==> config.mk <==
export PLATFORM = sky130hd
export DESIGN_NAME = vend_ctrl
export DESIGN_NICKNAME = d
export VERILOG_FILES = /design/src/rtl/vend_ctrl.sv
export SDC_FILE = /design/constraint.sdc
export NUM_CORES = 1
export LEC_CHECK = 0
export BUFFER_PORTS_ARGS = -buffer_cell sky130_fd_sc_hd__buf_2
export CAP_MARGIN = 10
export CORE_MARGIN = 3
export CORE_UTILIZATION = 39
export CTS_CLUSTER_SIZE = 16
export DETAILED_ROUTE_END_ITERATION = 10
export GPL_ROUTABILITY_DRIVEN = 1
export GPL_TIMING_DRIVEN = 0
export PLACE_DENSITY = 0.65
export SYNTH_ARGS = -nofsm -noshare
export SYNTH_HDL_FRONTEND = slang
export SYNTH_SLANG_ARGS = --single-unit
==> constraint.sdc <==
create_clock -name clk -period 3.35 [get_ports clk]
set_input_delay 0.5025 -clock clk [delete_from_list [all_inputs] [get_ports clk]]
set_output_delay 0.5025 -clock clk [all_outputs]
set_load 0.02 [all_outputs]
==> src/rtl/vend_ctrl.sv <==
`default_nettype none
// ============================================================================
// Module      : vend_ctrl
// Description : Four-item vending machine controller. Collects 5/10/25 cent
//               coins against a per-item price, vends, then returns change
//               through a valid/ack handshake. Cancel or an idle timeout
//               refunds the collected credit.
// Revision    : 1.0 - initial release
// ============================================================================
module vend_ctrl #(
  parameter int PRICE0  = 25,
  parameter int PRICE1  = 50,
  parameter int PRICE2  = 75,
  parameter int PRICE3  = 100,
  parameter int TIMEOUT = 200
) (
  input  logic       clk,
  input  logic       reset,
  input  logic       start,
  input  logic [1:0] sel,
  input  logic       coin,
  input  logic [1:0] coin_val,
  input  logic       cancel,
  input  logic       change_ack,
  output logic [2:0] state,
  output logic [7:0] credit,
  output logic [1:0] item_out,
  output logic       dispense,
  output logic [7:0] change,
  output logic       change_valid,
  output logic       coin_reject
);

  localparam int                  c_TCNT_W    = (TIMEOUT > 1) ? $clog2(TIMEOUT + 1) : 1;
  localparam logic [c_TCNT_W-1:0] c_TCNT_ONE  = c_TCNT_W'(1);
  localparam logic [c_TCNT_W-1:0] c_TCNT_LAST = c_TCNT_W'(TIMEOUT - 1);
  localparam logic [7:0]          c_PRICE0    = 8'(PRICE0);
  localparam logic [7:0]          c_PRICE1    = 8'(PRICE1);
  localparam logic [7:0]          c_PRICE2    = 8'(PRICE2);
  localparam logic [7:0]          c_PRICE3    = 8'(PRICE3);

  typedef enum logic [2:0] {
    S_IDLE     = 3'b000,
    S_SELECT   = 3'b001,
    S_COLLECT  = 3'b010,
    S_DISPENSE = 3'b011,
    S_CHANGE   = 3'b100,
    S_REFUND   = 3'b101
  } state_t;

  state_t              r_state, w_state_nxt;
  logic [7:0]          r_credit, w_credit_nxt;
  logic [7:0]          r_price, w_price_nxt;
  logic [7:0]          r_change, w_change_nxt;
  logic [1:0]          r_item, w_item_nxt;
  logic [c_TCNT_W-1:0] r_tcnt, w_tcnt_nxt;
  logic                r_coin_reject, w_coin_reject_nxt;

  logic [7:0]          w_coin_amt;
  logic [7:0]          w_sel_price;
  logic                w_paid;
  logic                w_coin_ok;
  logic                w_tcnt_last;

  // Decode the coin value into cents; the invalid code contributes nothing.
  always_comb begin
    w_coin_amt = 8'd0;
    case (coin_val)
      2'b00:   w_coin_amt = 8'd5;
      2'b01:   w_coin_amt = 8'd10;
      2'b10:   w_coin_amt = 8'd25;
      default: w_coin_amt = 8'd0;
    endcase
  end

  // Price lookup for the latched item.
  always_comb begin
    w_sel_price = c_PRICE0;
    case (r_item)
      2'd0:    w_sel_price = c_PRICE0;
      2'd1:    w_sel_price = c_PRICE1;
      2'd2:    w_sel_price = c_PRICE2;
      default: w_sel_price = c_PRICE3;
    endcase
  end

  // Exit from COLLECT is decided on the registered credit. A coin arriving on
  // that exit cycle is bounced back rather than credited, which keeps credit
  // at most price+20 (the largest overshoot a single 25c coin can cause).
  assign w_paid      = (r_credit >= r_price);
  assign w_coin_ok   = coin && (coin_val != 2'b11) && (r_state == S_COLLECT) && !w_paid;
  assign w_tcnt_last = (r_tcnt == c_TCNT_LAST);

  // Next-state and next-register values for the controller.
  always_comb begin
    w_state_nxt       = r_state;
    w_credit_nxt      = r_credit;
    w_price_nxt       = r_price;
    w_change_nxt      = r_change;
    w_item_nxt        = r_item;
    w_tcnt_nxt        = r_tcnt;
    w_coin_reject_nxt = coin && !w_coin_ok;

    case (r_state)
      S_IDLE: begin
        if (start) begin
          w_item_nxt   = sel;
          w_credit_nxt = 8'd0;
          w_change_nxt = 8'd0;
          w_state_nxt  = S_SELECT;
        end
      end

      S_SELECT: begin
        w_price_nxt = w_sel_price;
        w_tcnt_nxt  = '0;
        w_state_nxt = S_COLLECT;
      end

      S_COLLECT: begin
        // A coin on the cancel cycle is credited first so the refund covers it.
        if (w_coin_ok) begin
          w_credit_nxt = r_credit + w_coin_amt;
          w_tcnt_nxt   = '0;
        end else begin
          w_tcnt_nxt   = r_tcnt + c_TCNT_ONE;
        end

        if (w_paid) begin
          w_state_nxt = S_DISPENSE;
        end else if (cancel) begin
          w_state_nxt = S_REFUND;
        end else if (!w_coin_ok && w_tcnt_last) begin
          w_state_nxt = S_REFUND;
        end
      end

      S_DISPENSE: begin
        w_change_nxt = r_credit - r_price;
        w_state_nxt  = S_CHANGE;
      end

      S_REFUND: begin
        w_change_nxt = r_credit;
        w_state_nxt  = S_CHANGE;
      end

      S_CHANGE: begin
        // Nothing owed: close the transaction without a handshake.
        if (r_change == 8'd0) begin
          w_credit_nxt = 8'd0;
          w_state_nxt  = S_IDLE;
        end else if (change_ack) begin
          w_change_nxt = 8'd0;
          w_credit_nxt = 8'd0;
          w_state_nxt  = S_IDLE;
        end
      end

      default: begin
        w_state_nxt = S_IDLE;
      end
    endcase
  end

  // State and datapath registers with asynchronous active-low reset.
  always_ff @(posedge clk or negedge reset) begin
    if (!reset) begin
      r_state       <= S_IDLE;
      r_credit      <= 8'd0;
      r_price       <= 8'd0;
      r_change      <= 8'd0;
      r_item        <= 2'd0;
      r_tcnt        <= '0;
      r_coin_reject <= 1'b0;
    end else begin
      r_state       <= w_state_nxt;
      r_credit      <= w_credit_nxt;
      r_price       <= w_price_nxt;
      r_change      <= w_change_nxt;
      r_item        <= w_item_nxt;
      r_tcnt        <= w_tcnt_nxt;
      r_coin_reject <= w_coin_reject_nxt;
    end
  end

  assign state        = r_state;
  assign credit       = r_credit;
  assign item_out     = r_item;
  assign change       = r_change;
  assign coin_reject  = r_coin_reject;
  assign dispense     = (r_state == S_DISPENSE);
  assign change_valid = (r_state == S_CHANGE) && (r_change != 8'd0);

endmodule
`default_nettype wire

# After elaboration in Yosys (flattened, before gate mapping)
# Index checks and enable logic that the tools add are counted.
[word_totals]
ff_bits = 38
word_cells = 67
in_bits = 10
[classes]
eq_ne = 17
muxes = 18
add_sub_neg = 3
order_cmp = 1
reduce_logical = 21
[ops]
columns = ["cell", "count"]
rows = [
  ["$mux 8", 6],
  ["$pmux 8 s4", 1],
  ["$pmux 8 s3", 1],
  ["$pmux 7 s3", 1],
  ["$mux 3", 6],
  ["$pmux 8 s2", 1],
  ["$pmux 3 s5", 1],
  ["$pmux 5 s3", 1],
  ["$ne 2x2->1 const B", 5],
  ["$add 8x1->8 const B", 1],
  ["$add 8x8->8", 1],
  ["$eq 8x8->1 const B", 1],
  ["$ge 8x8->1", 1],
  ["$logic_not 8->1", 1],
  ["$reduce_and 4->1", 2],
  ["$reduce_bool 8->1", 1],
  ["$sub 8x8->8", 1],
  ["$eq 3x2->1 const B", 2],
  ["$eq 3x3->1 const B", 2],
  ["$logic_and 1x1->1", 6],
  ["$eq 2x1->1 const B", 2],
  ["$eq 2x2->1 const B", 2],
  ["$logic_not 2->1", 2],
  ["$ne 4x3->1 const B", 1],
  ["other kinds (10)", 11],
]

# Depth between registers and ports, before layout
# Gate-level depths: netlist (run 1).
[depth]
ltp_word = 10
ltp_mapped = 9

# Worst setup path before layout (run 1)
# No wires, ideal clock.
[synth_timing]
kind = "reg-to-reg"
start = "reg r_credit[0] (netlist: credit[0])"
end = "reg r_credit[2] (netlist: credit[2])"
t_required_ps = 3222
arrival_ps = 2400
slack_ps = 822
path_stages_with_launch = 10
setup_ps = 128
cell_sequence = "dfrtp_1 inv_1 ha_1 fa_1 nand2b_1 a211oi_2 or3_4 o21ba_1 buf_6 mux2_1"
[synth_via]
elab_chain_cells = 5
word_cells_on_any_way = 8
[synth_rtl]
columns = ["item", "line_no", "text"]
rows = [
  ["start, declared", "52", "logic [7:0] r_credit, w_credit_nxt;"],
  ["start signal, assigned", "178", "r_credit <= w_credit_nxt;"],
  ["$ge 8x8->1", "90", "assign w_paid = (r_credit >= r_price);"],
  ["$logic_not 1->1", "91", "assign w_coin_ok = coin && (coin_val != 2'b11) && (r_state == S_COLLECT) && !w_paid;"],
  ["$logic_and 1x1->1", "91", ""],
  ["$ne 2x2->1 (no source line)", "n/a", ""],
  ["$reduce_and 4->1 (no source line)", "n/a", ""],
]
# Parallel ways exist; a longest one is shown, timed or not. The select of a mux whose other input is x is not followed.
# A chain may end at the register's enable or synchronous reset.

# Worst setup path after layout (run 1)
[layout_timing]
start = "reg r_credit[0] (netlist: credit[0])"
end = "reg r_credit[3] (netlist: credit[3])"
# Same word-level chain as after synthesis.

==> results of run 1 <==
[final timing paths]
kind	cells after the start	startpoint	end	slack, ns
worst max-delay path	9	credit[0]	credit[3]	0.64
worst max register to register	9	credit[0]	credit[3]	0.64
worst min-delay path	1	reset	credit[3]	0.31
max in group asynchronous	1	reset	credit[7]	2.51
min in group clk	3	sel[0]	item_out[0]	0.42
worst min register to register	1	r_tcnt[5]	r_tcnt[5]	0.53
[stage by stage]
| stage | utilization, % | hold slack (ns) | std cells |
|---|---|---|---|
| final | 46.4 | 0.311 | 378 |
| after global routing | 46.4 | 0.381 | 378 |
| after CTS | 46.4 | 0.351 | 378 |
| after detailed placement | 44.9 | 0.527 | 370 |
| after global placement | 44.9 | 0.529 | 370 |
| after floorplan | - | 0.207 | 262 |
[worst reg2reg max path, cell delays in order (launching register included)]
cell and delay, ns:
sky130_fd_sc_hd__dfrtp_1 0.41, sky130_fd_sc_hd__inv_1 0.08, sky130_fd_sc_hd__ha_1 0.23, sky130_fd_sc_hd__fa_1 0.41, sky130_fd_sc_hd__nand2b_1 0.20, sky130_fd_sc_hd__a211oi_2 0.43
sky130_fd_sc_hd__or3_4 0.22, sky130_fd_sc_hd__o21ba_1 0.15, sky130_fd_sc_hd__buf_6 0.14, sky130_fd_sc_hd__mux2_1 0.32
[metal layers]
layer  wire, um  part of all wire [%]
met1       2650                    47
met2       2680                    48
met3        178                   3.2
met4         71                   1.3
met5          0                     0
[cell families after synthesis]
family / count (synthesis) / share of synthesized area (%)
XOR/XNOR: 6 / 2.18
flip-flops: 36 / 37.3
AND/OR/NAND/NOR: 84 / 18.3
multiplexers: 6 / 2.69
AO/OA/AOI/OAI: 79 / 21.9
buffers and inverters: 28 / 5.03
adder cells (fa/ha/maj): 23 / 12.5
[Yosys cell counts (all sizes together) (2+ instances only)]
| cell type | number |
|---|---|
| dfrtp | 36 |
| o21ai | 26 |
| ha | 21 |
| nor2 | 21 |
| inv | 20 |
| a21oi | 17 |
| nand2 | 17 |
| nand3 | 8 |
| or3 | 7 |
| nand2b | 6 |
| nor3 | 6 |
| a31oi | 5 |
| clkbuf | 5 |
| a211oi | 4 |
| and3 | 4 |
| mux2 | 4 |
| a221o | 3 |
| a221oi | 3 |
| buf | 3 |
| nor4 | 3 |
| o211ai | 3 |
| xnor2 | 3 |
| xor2 | 3 |
| a211o | 2 |
| a21boi | 2 |
| a21o | 2 |
| a22oi | 2 |
| fa | 2 |
| mux2i | 2 |
| nand3b | 2 |
| nand4 | 2 |
| nor2b | 2 |
| o31ai | 2 |
[power groups by stage]
stage          sequential, mW  combinational, mW  clock (mW)
6_report                0.699               1.41       0.325
3_5_place_dp            0.709               1.40           0
5_1_grt                 0.723               1.58       0.359
3_3_place_gp            0.704               1.39           0
2_1_floorplan           0.789              0.959           0
4_1_cts                 0.701               1.41       0.339
[flip-flops by register name, summed over array words and instances (netlist names)]
name / flops
r_price: 6
item_out: 2
state: 3
r_tcnt: 8
credit: 8
coin_reject: 1
change: 8
[cell type report]
class | instances | share of cell area (%)
inverters | 20 | 2.72
repair buffers | 33 | 5.98
well taps | 75 | 3.40
flip-flops and latches | 36 | 32.6
clock buffers | 8 | 3.26
multi-input cells | 198 | 50.4
plain buffers | 8 | 1.67
==> run_summary.xml, run 1 <==
<?xml version="1.0" encoding="UTF-8"?>
<metrics>
  <group name="worst_setup_path">
    <metric name="critical_path.top_delay_family" unit="">adder cells</metric>
    <metric name="timing.critical_path.to_type" unit="">flop</metric>
    <metric name="worst_path_cell_trace" unit="">inv_1 &gt; ha_1 &gt; fa_1 &gt; nand2b_1 &gt; a211oi_2 &gt; or3_4 &gt; o21ba_1 &gt; buf_6 &gt; mux2_1</metric>
    <metric name="worstPathArrival" unit="ns">2.88</metric>
    <metric name="worst-setup-path-type" unit="">flop to flop</metric>
    <metric name="critical_path_peak_fanout" unit="">7</metric>
    <metric name="cp-start-kind" unit="">flop</metric>
    <metric name="worstPathBufferInverterCount" unit="">2</metric>
    <metric name="critPathSlowestCell" unit="">sky130_fd_sc_hd__a211oi_2</metric>
    <metric name="crit_path_max_cell_delay" unit="ns">0.43</metric>
    <metric name="worstPathRequired" unit="ns">3.53</metric>
  </group>
  <group name="final_layout">
    <metric name="drive_above_1_share" unit="%">17.2</metric>
    <metric name="layout.cells.most_common" unit="">sky130_fd_sc_hd__dfrtp_1</metric>
    <metric name="insertedDiodeCount" unit="">0</metric>
    <metric name="layout.filler_cells" unit="">597</metric>
    <metric name="layout_area_overhead" unit="%">14.5</metric>
    <metric name="most-common-layout-cells" unit="">36 x sky130_fd_sc_hd__dfrtp_1, 34 x sky130_fd_sc_hd__buf_2, 24 x sky130_fd_sc_hd__o21ai_0</metric>
    <metric name="layout.area.seq" unit="um^2">901</metric>
    <metric name="multi_input_area" unit="um^2">1390</metric>
    <metric name="final_area" unit="um^2">2760</metric>
    <metric name="layout.nets" unit="">335</metric>
  </group>
  <group name="logic_synthesis">
    <metric name="yosysUniqueCellTypes" unit="">55</metric>
    <metric name="yosys.area.top_type_share" unit="%">37.3</metric>
    <metric name="synth_area" unit="um^2">2410</metric>
    <metric name="synth_flop_cell" unit="">sky130_fd_sc_hd__dfrtp_1</metric>
    <metric name="synth-async-reset-ratio" unit="%">100</metric>
    <metric name="post_synth.cell_area_avg" unit="um^2">9.22</metric>
    <metric name="yosys.area.top_type" unit="">sky130_fd_sc_hd__dfrtp_1</metric>
    <metric name="synth-warning-count" unit="">0</metric>
    <metric name="synth_edf_count" unit="">0</metric>
    <metric name="postSynthNetCount" unit="">295</metric>
    <metric name="synthesis_stage_register_bit_count" unit="">36</metric>
    <metric name="gate_count_post_synth" unit="">262</metric>
    <metric name="synth_seq_area_share" unit="%">37.3</metric>
    <metric name="synth_top_cells_by_area" unit="">sky130_fd_sc_hd__dfrtp_1 37%, sky130_fd_sc_hd__ha_1 11%, sky130_fd_sc_hd__o21ai_0 5.0%</metric>
  </group>
  <group name="timing">
    <metric name="rsz0062_at_grt" unit="">false</metric>
    <metric name="finalClockSkew" unit="ns">0.00865</metric>
    <metric name="post-route-period-util" unit="%">80.8</metric>
    <metric name="tmin_final" unit="ns">2.71</metric>
    <metric name="hold_viol_final" unit="">0</metric>
    <metric name="totalNegativeSetupSlack" unit="ns">0</metric>
    <metric name="number_of_setup_violations_in_the_final_report" unit="">0</metric>
    <metric name="layout_setup_ws" unit="ns">0.642</metric>
    <metric name="worst_slew_pin_slew" unit="ns">0.835</metric>
    <metric name="slew_headroom" unit="%">44.4</metric>
    <metric name="clock.fmax" unit="MHz">369</metric>
    <metric name="report.final.slew_viol_count" unit="">0</metric>
  </group>
  <group name="clock_network">
    <metric name="clk_path_buf_depth" unit="">2</metric>
    <metric name="clock_tree_from_tritoncts" unit="">yes</metric>
    <metric name="post_cts.resized_instances" unit="">0</metric>
    <metric name="cts.sinks" unit="">36</metric>
    <metric name="clk_latency" unit="ns">0.29</metric>
    <metric name="tritoncts.num_buffers" unit="">5</metric>
    <metric name="clock_tree.root_cell" unit="">sky130_fd_sc_hd__clkbuf_8</metric>
    <metric name="htree_num_levels" unit="">2</metric>
    <metric name="cts.repair_timing.setup_buffer_count" unit="">0</metric>
    <metric name="cts_hold_repair.buffers" unit="">0</metric>
    <metric name="clk_pin_slew_worst_paths" unit="ns">0.07</metric>
  </group>
  <group name="worst_hold_path">
    <metric name="hp-class" unit="">primary input to async pin</metric>
  </group>
  <group name="floorplanning">
    <metric name="floorplan.rows" unit="">28</metric>
    <metric name="die_w" unit="um">84.7</metric>
    <metric name="floorplan.die.height" unit="um">84.7</metric>
    <metric name="floorplan.initialDensity" unit="%">40.5</metric>
    <metric name="boundaryPins" unit="">34</metric>
    <metric name="dieArea" unit="um^2">7170</metric>
    <metric name="core_area" unit="um^2">5960</metric>
  </group>
  <group name="detailed_routing">
    <metric name="drt-wirelength-per-cell" unit="um">14.7</metric>
    <metric name="wl" unit="mm">5.57</metric>
    <metric name="detailedRoute.firstPassIterationCount" unit="">4</metric>
    <metric name="route.detailed.drc" unit="">0</metric>
    <metric name="ant_nets" unit="">0</metric>
    <metric name="average_via_count_per_standard_cell" unit="">5.46</metric>
    <metric name="detail_route.iter0.violations" unit="">135</metric>
    <metric name="total_via_count_after_detailed_routing" unit="">2065</metric>
  </group>
  <group name="job">
    <metric name="max_cap_viol_count" unit="">0</metric>
  </group>
  <group name="power">
    <metric name="net-switching-power" unit="mW">1.14</metric>
    <metric name="power.static_leakage" unit="nW">1.34</metric>
    <metric name="power_frac_seq" unit="%">28.8</metric>
    <metric name="power-per-cell-area" unit="nW/um^2">879</metric>
    <metric name="power.share.combinational" unit="%">57.9</metric>
    <metric name="total_power" unit="mW">2.43</metric>
    <metric name="power.clock.fraction" unit="%">13.4</metric>
    <metric name="cell_internal_pwr" unit="mW">1.29</metric>
    <metric name="ir_worst_vdd" unit="mV">0.384</metric>
    <metric name="sw_frac_of_total" unit="%">46.9</metric>
  </group>
  <group name="grt">
    <metric name="grt_antenna_before_repair" unit="">0</metric>
    <metric name="gr-usage-met2" unit="%">27.7</metric>
    <metric name="grt_util_all_layers" unit="%">17.0</metric>
    <metric name="met1_use_gr" unit="%">22.8</metric>
    <metric name="global_route.overflow_total" unit="">0</metric>
    <metric name="busiest_layer_in_global_routing" unit="">met2</metric>
    <metric name="first_pass_grt_wire_length" unit="mm">9.73</metric>
    <metric name="vias_in_the_first_global_route" unit="">2060</metric>
    <metric name="use_met3" unit="%">3.24</metric>
    <metric name="maximum_number_of_pins_on_one_net_before_global_route_repair" unit="">37</metric>
  </group>
  <group name="place">
    <metric name="dp_worst_setup_slack" unit="ns">0.647</metric>
    <metric name="dp_hpwl" unit="mm">4.20</metric>
    <metric name="gp_routability_congestion" unit="">0.876</metric>
    <metric name="dpl_cell_area" unit="um^2">2670</metric>
    <metric name="numPortBuffers" unit="">33</metric>
  </group>
  <group name="status">
    <metric name="status" unit="">complete, no violations</metric>
  </group>
</metrics>
Note: power is estimated with default switching activity, not from simulation.
==> inputs of run 2 (changes only) <==
--- a/config.mk
+++ b/config.mk
@@ -13,7 +13,7 @@
 export DETAILED_ROUTE_END_ITERATION = 10
 export GPL_ROUTABILITY_DRIVEN = 1
 export GPL_TIMING_DRIVEN = 0
-export PLACE_DENSITY = 0.65
+export PLACE_DENSITY = 0.67
 export SYNTH_ARGS = -nofsm -noshare
 export SYNTH_HDL_FRONTEND = slang
 export SYNTH_SLANG_ARGS = --single-unit
==> constraint.sdc (replaced) <==
create_clock -name clk -period 2.4 [get_ports clk]
set_input_delay 0.36 -clock clk [delete_from_list [all_inputs] [get_ports clk]]
set_output_delay 0.36 -clock clk [all_outputs]
set_load 0.02 [all_outputs]
==> run 2 against run 1 <==
Net effect:
- register-to-register slack got worse by 0.56 ns
- highest routed layer unchanged
- critical endpoint unchanged
- largest power group unchanged
- combinational power up 62%
- fmax grew 17%
- worst setup slack lost 0.56 ns
==> run_summary.xml, run 2 (same netlist as run 1, synthesis figures left out) <==
<?xml version="1.0" encoding="UTF-8"?>
<metrics>
  <group name="detailed_routing">
    <metric name="route.detailed.drc" unit="">0</metric>
    <metric name="average_via_count_per_standard_cell" unit="">5.39</metric>
    <metric name="detailedRoute.firstPassIterationCount" unit="">4</metric>
    <metric name="wl" unit="mm">5.63</metric>
    <metric name="drt-wirelength-per-cell" unit="um">14.4</metric>
    <metric name="detail_route.iter0.violations" unit="">77</metric>
    <metric name="total_via_count_after_detailed_routing" unit="">2113</metric>
    <metric name="ant_nets" unit="">0</metric>
  </group>
  <group name="floorplanning">
    <metric name="boundaryPins" unit="">34</metric>
    <metric name="dieArea" unit="um^2">7170</metric>
    <metric name="floorplan.initialDensity" unit="%">40.5</metric>
    <metric name="die_w" unit="um">84.7</metric>
    <metric name="core_area" unit="um^2">5960</metric>
    <metric name="floorplan.rows" unit="">28</metric>
    <metric name="floorplan.die.height" unit="um">84.7</metric>
  </group>
  <group name="job">
    <metric name="max_cap_viol_count" unit="">0</metric>
  </group>
  <group name="timing">
    <metric name="hold_viol_final" unit="">0</metric>
    <metric name="worst_slew_pin_slew" unit="ns">0.823</metric>
    <metric name="hold_slack" unit="ns">0.166</metric>
    <metric name="post-route-period-util" unit="%">96.6</metric>
    <metric name="layout_setup_ws" unit="ns">0.0824</metric>
    <metric name="tmin_final" unit="ns">2.32</metric>
    <metric name="report.final.slew_viol_count" unit="">0</metric>
    <metric name="number_of_setup_violations_in_the_final_report" unit="">0</metric>
    <metric name="slew_headroom" unit="%">45.1</metric>
    <metric name="clock.fmax" unit="MHz">431</metric>
    <metric name="finalClockSkew" unit="ns">0.00428</metric>
  </group>
  <group name="worst_setup_path">
    <metric name="crit_path_max_cell_delay" unit="ns">0.38</metric>
    <metric name="critPathSlowestCell" unit="">sky130_fd_sc_hd__dfrtp_2</metric>
    <metric name="timing.critical_path.to_type" unit="">flop</metric>
    <metric name="worst_path_cell_trace" unit="">inv_2 &gt; ha_2 &gt; fa_2 &gt; nand2b_4 &gt; a211oi_4 &gt; or3_4 &gt; o21ba_4 &gt; buf_6 &gt; mux2_4</metric>
    <metric name="crit_start" unit="">credit[0]</metric>
    <metric name="worst-setup-path-type" unit="">flop to flop</metric>
    <metric name="worstPathRequired" unit="ns">2.58</metric>
    <metric name="cp-start-kind" unit="">flop</metric>
    <metric name="worstPathArrival" unit="ns">2.49</metric>
    <metric name="critical_path_peak_fanout" unit="">7</metric>
    <metric name="timing.rr.start" unit="">credit[0]</metric>
  </group>
  <group name="final_layout">
    <metric name="most-common-layout-cells" unit="">34 x sky130_fd_sc_hd__buf_2, 32 x sky130_fd_sc_hd__dfrtp_1, 24 x sky130_fd_sc_hd__o21ai_0</metric>
    <metric name="insertedDiodeCount" unit="">0</metric>
    <metric name="layout_area_overhead" unit="%">21.9</metric>
    <metric name="non_filler_instance_count_after_layout" unit="">392</metric>
    <metric name="layout.cells.most_common" unit="">sky130_fd_sc_hd__buf_2</metric>
    <metric name="layout.filler_cells" unit="">574</metric>
    <metric name="layout.nets" unit="">349</metric>
    <metric name="final_area" unit="um^2">2940</metric>
    <metric name="drive_above_1_share" unit="%">26.5</metric>
    <metric name="utilization" unit="%">49.4</metric>
  </group>
  <group name="grt">
    <metric name="global_route.overflow_total" unit="">0</metric>
    <metric name="first_pass_grt_wire_length" unit="mm">9.55</metric>
    <metric name="vias_in_the_first_global_route" unit="">2011</metric>
    <metric name="maximum_number_of_pins_on_one_net_before_global_route_repair" unit="">37</metric>
    <metric name="grt_antenna_before_repair" unit="">0</metric>
    <metric name="grt_util_all_layers" unit="%">16.3</metric>
  </group>
  <group name="place">
    <metric name="dp_hpwl" unit="mm">4.17</metric>
    <metric name="placedCellCount" unit="">370</metric>
    <metric name="numPortBuffers" unit="">33</metric>
    <metric name="gp_routability_congestion" unit="">0.833</metric>
    <metric name="dp_worst_setup_slack" unit="ns">-0.0919</metric>
    <metric name="dpl_cell_area" unit="um^2">2700</metric>
  </group>
  <group name="clock_network">
    <metric name="clock_tree_from_tritoncts" unit="">yes</metric>
    <metric name="htree_num_levels" unit="">2</metric>
    <metric name="clk_latency" unit="ns">0.29</metric>
    <metric name="clk_pin_slew_worst_paths" unit="ns">0.07</metric>
    <metric name="cts.sinks" unit="">36</metric>
    <metric name="tritoncts.num_buffers" unit="">5</metric>
    <metric name="clock_tree.root_cell" unit="">sky130_fd_sc_hd__clkbuf_8</metric>
    <metric name="clk_path_buf_depth" unit="">2</metric>
  </group>
  <group name="status">
    <metric name="status" unit="">complete, no violations</metric>
  </group>
  <group name="power">
    <metric name="power-per-cell-area" unit="nW/um^2">1260</metric>
    <metric name="ir_worst_vdd" unit="mV">0.551</metric>
    <metric name="power.static_leakage" unit="nW">1.41</metric>
  </group>
  <group name="worst_hold_path">
    <metric name="hp-class" unit="">primary input to async pin</metric>
  </group>
</metrics>
==> run 2: cell types whose count changed in the layout (fill, tap and decap cells not counted), moves of 3 or more <==
cell	previous run	this run
sky130_fd_sc_hd__buf_4	0	13
sky130_fd_sc_hd__ha_1	21	16
sky130_fd_sc_hd__dfrtp_1	36	32
sky130_fd_sc_hd__dfrtp_2	0	4
sky130_fd_sc_hd__ha_2	0	4
sky130_fd_sc_hd__mux2_1	3	0
sky130_fd_sc_hd__mux2_4	0	3
==> run 2: layer usage <==
layer / up-vias / wire (um) / global-route usage, %
met4: 0 / 32 / 3.02
met2: 40 / 2670 / 27.4
met3: 4 / 253 / 4.02
li1: 1058 / - / -
met1: 1011 / 2670 / 21.6
met5: - / 0 / 0
==> run 2: worst max-delay path, delay by kind of cell (launching register included) <==
kind / cells / cell delay (ns)
adders and majority gates: 2 / 0.56
AOI/OAI and AO/OA: 2 / 0.44
DFF: 1 / 0.38
and+or+nand+nor: 2 / 0.36
muxes: 1 / 0.30
buffers and inverters: 2 / 0.16
==> run 2: metrics by stage <==
step / total power [mW] / setup TNS, ns
3_5_place_dp: 3.02 / -0.430
3_3_place_gp: 2.99 / -0.353
4_1_cts: 3.54 / 0
6_report: 3.70 / 0
5_1_grt: 4.03 / -0.00109
2_1_floorplan: 2.50 / 0
==> run 2: layout make-up <==
| type | instances | area [um^2] | share of cell area (%) |
|---|---|---|---|
| multi-input cells | 198 | 1460 | 49.5 |
| flip-flops and latches | 36 | 906 | 30.8 |
| repair buffers | 47 | 274 | 9.31 |
| well taps | 75 | 93.8 | 3.19 |
| clock buffers | 8 | 90.1 | 3.06 |
| inverters | 20 | 75.1 | 2.55 |
| plain buffers | 8 | 46.3 | 1.57 |
==> run 2: what timing repair did <==
item                                    CTS  global route
hold buffers                              0             0
pin swaps                                 2            10
buffers inserted                          4            10
resized for setup                         1            13
endpoints found under the setup margin    6            12
==> run 2: final timing paths <==
check	slack (ns)	depth (start not counted)	end
max reg2reg	0.08	9	credit[3]
max in group asynchronous	1.66	1	credit[6]
min	0.17	1	change[3]
max	0.08	9	credit[3]
min reg2reg	0.54	1	r_tcnt[5]
min in group clk	0.28	3	item_out[0]
==> run 2: power by group <==
part / leakage (nW) / internal, mW / total [mW] / switching, mW
clock network: 0.0455 / 0.234 / 0.453 / 0.218
registers: 0.471 / 0.798 / 0.972 / 0.175
logic: 0.893 / 0.992 / 2.28 / 1.29
total: 1.41 / 2.02 / 3.70 / 1.68
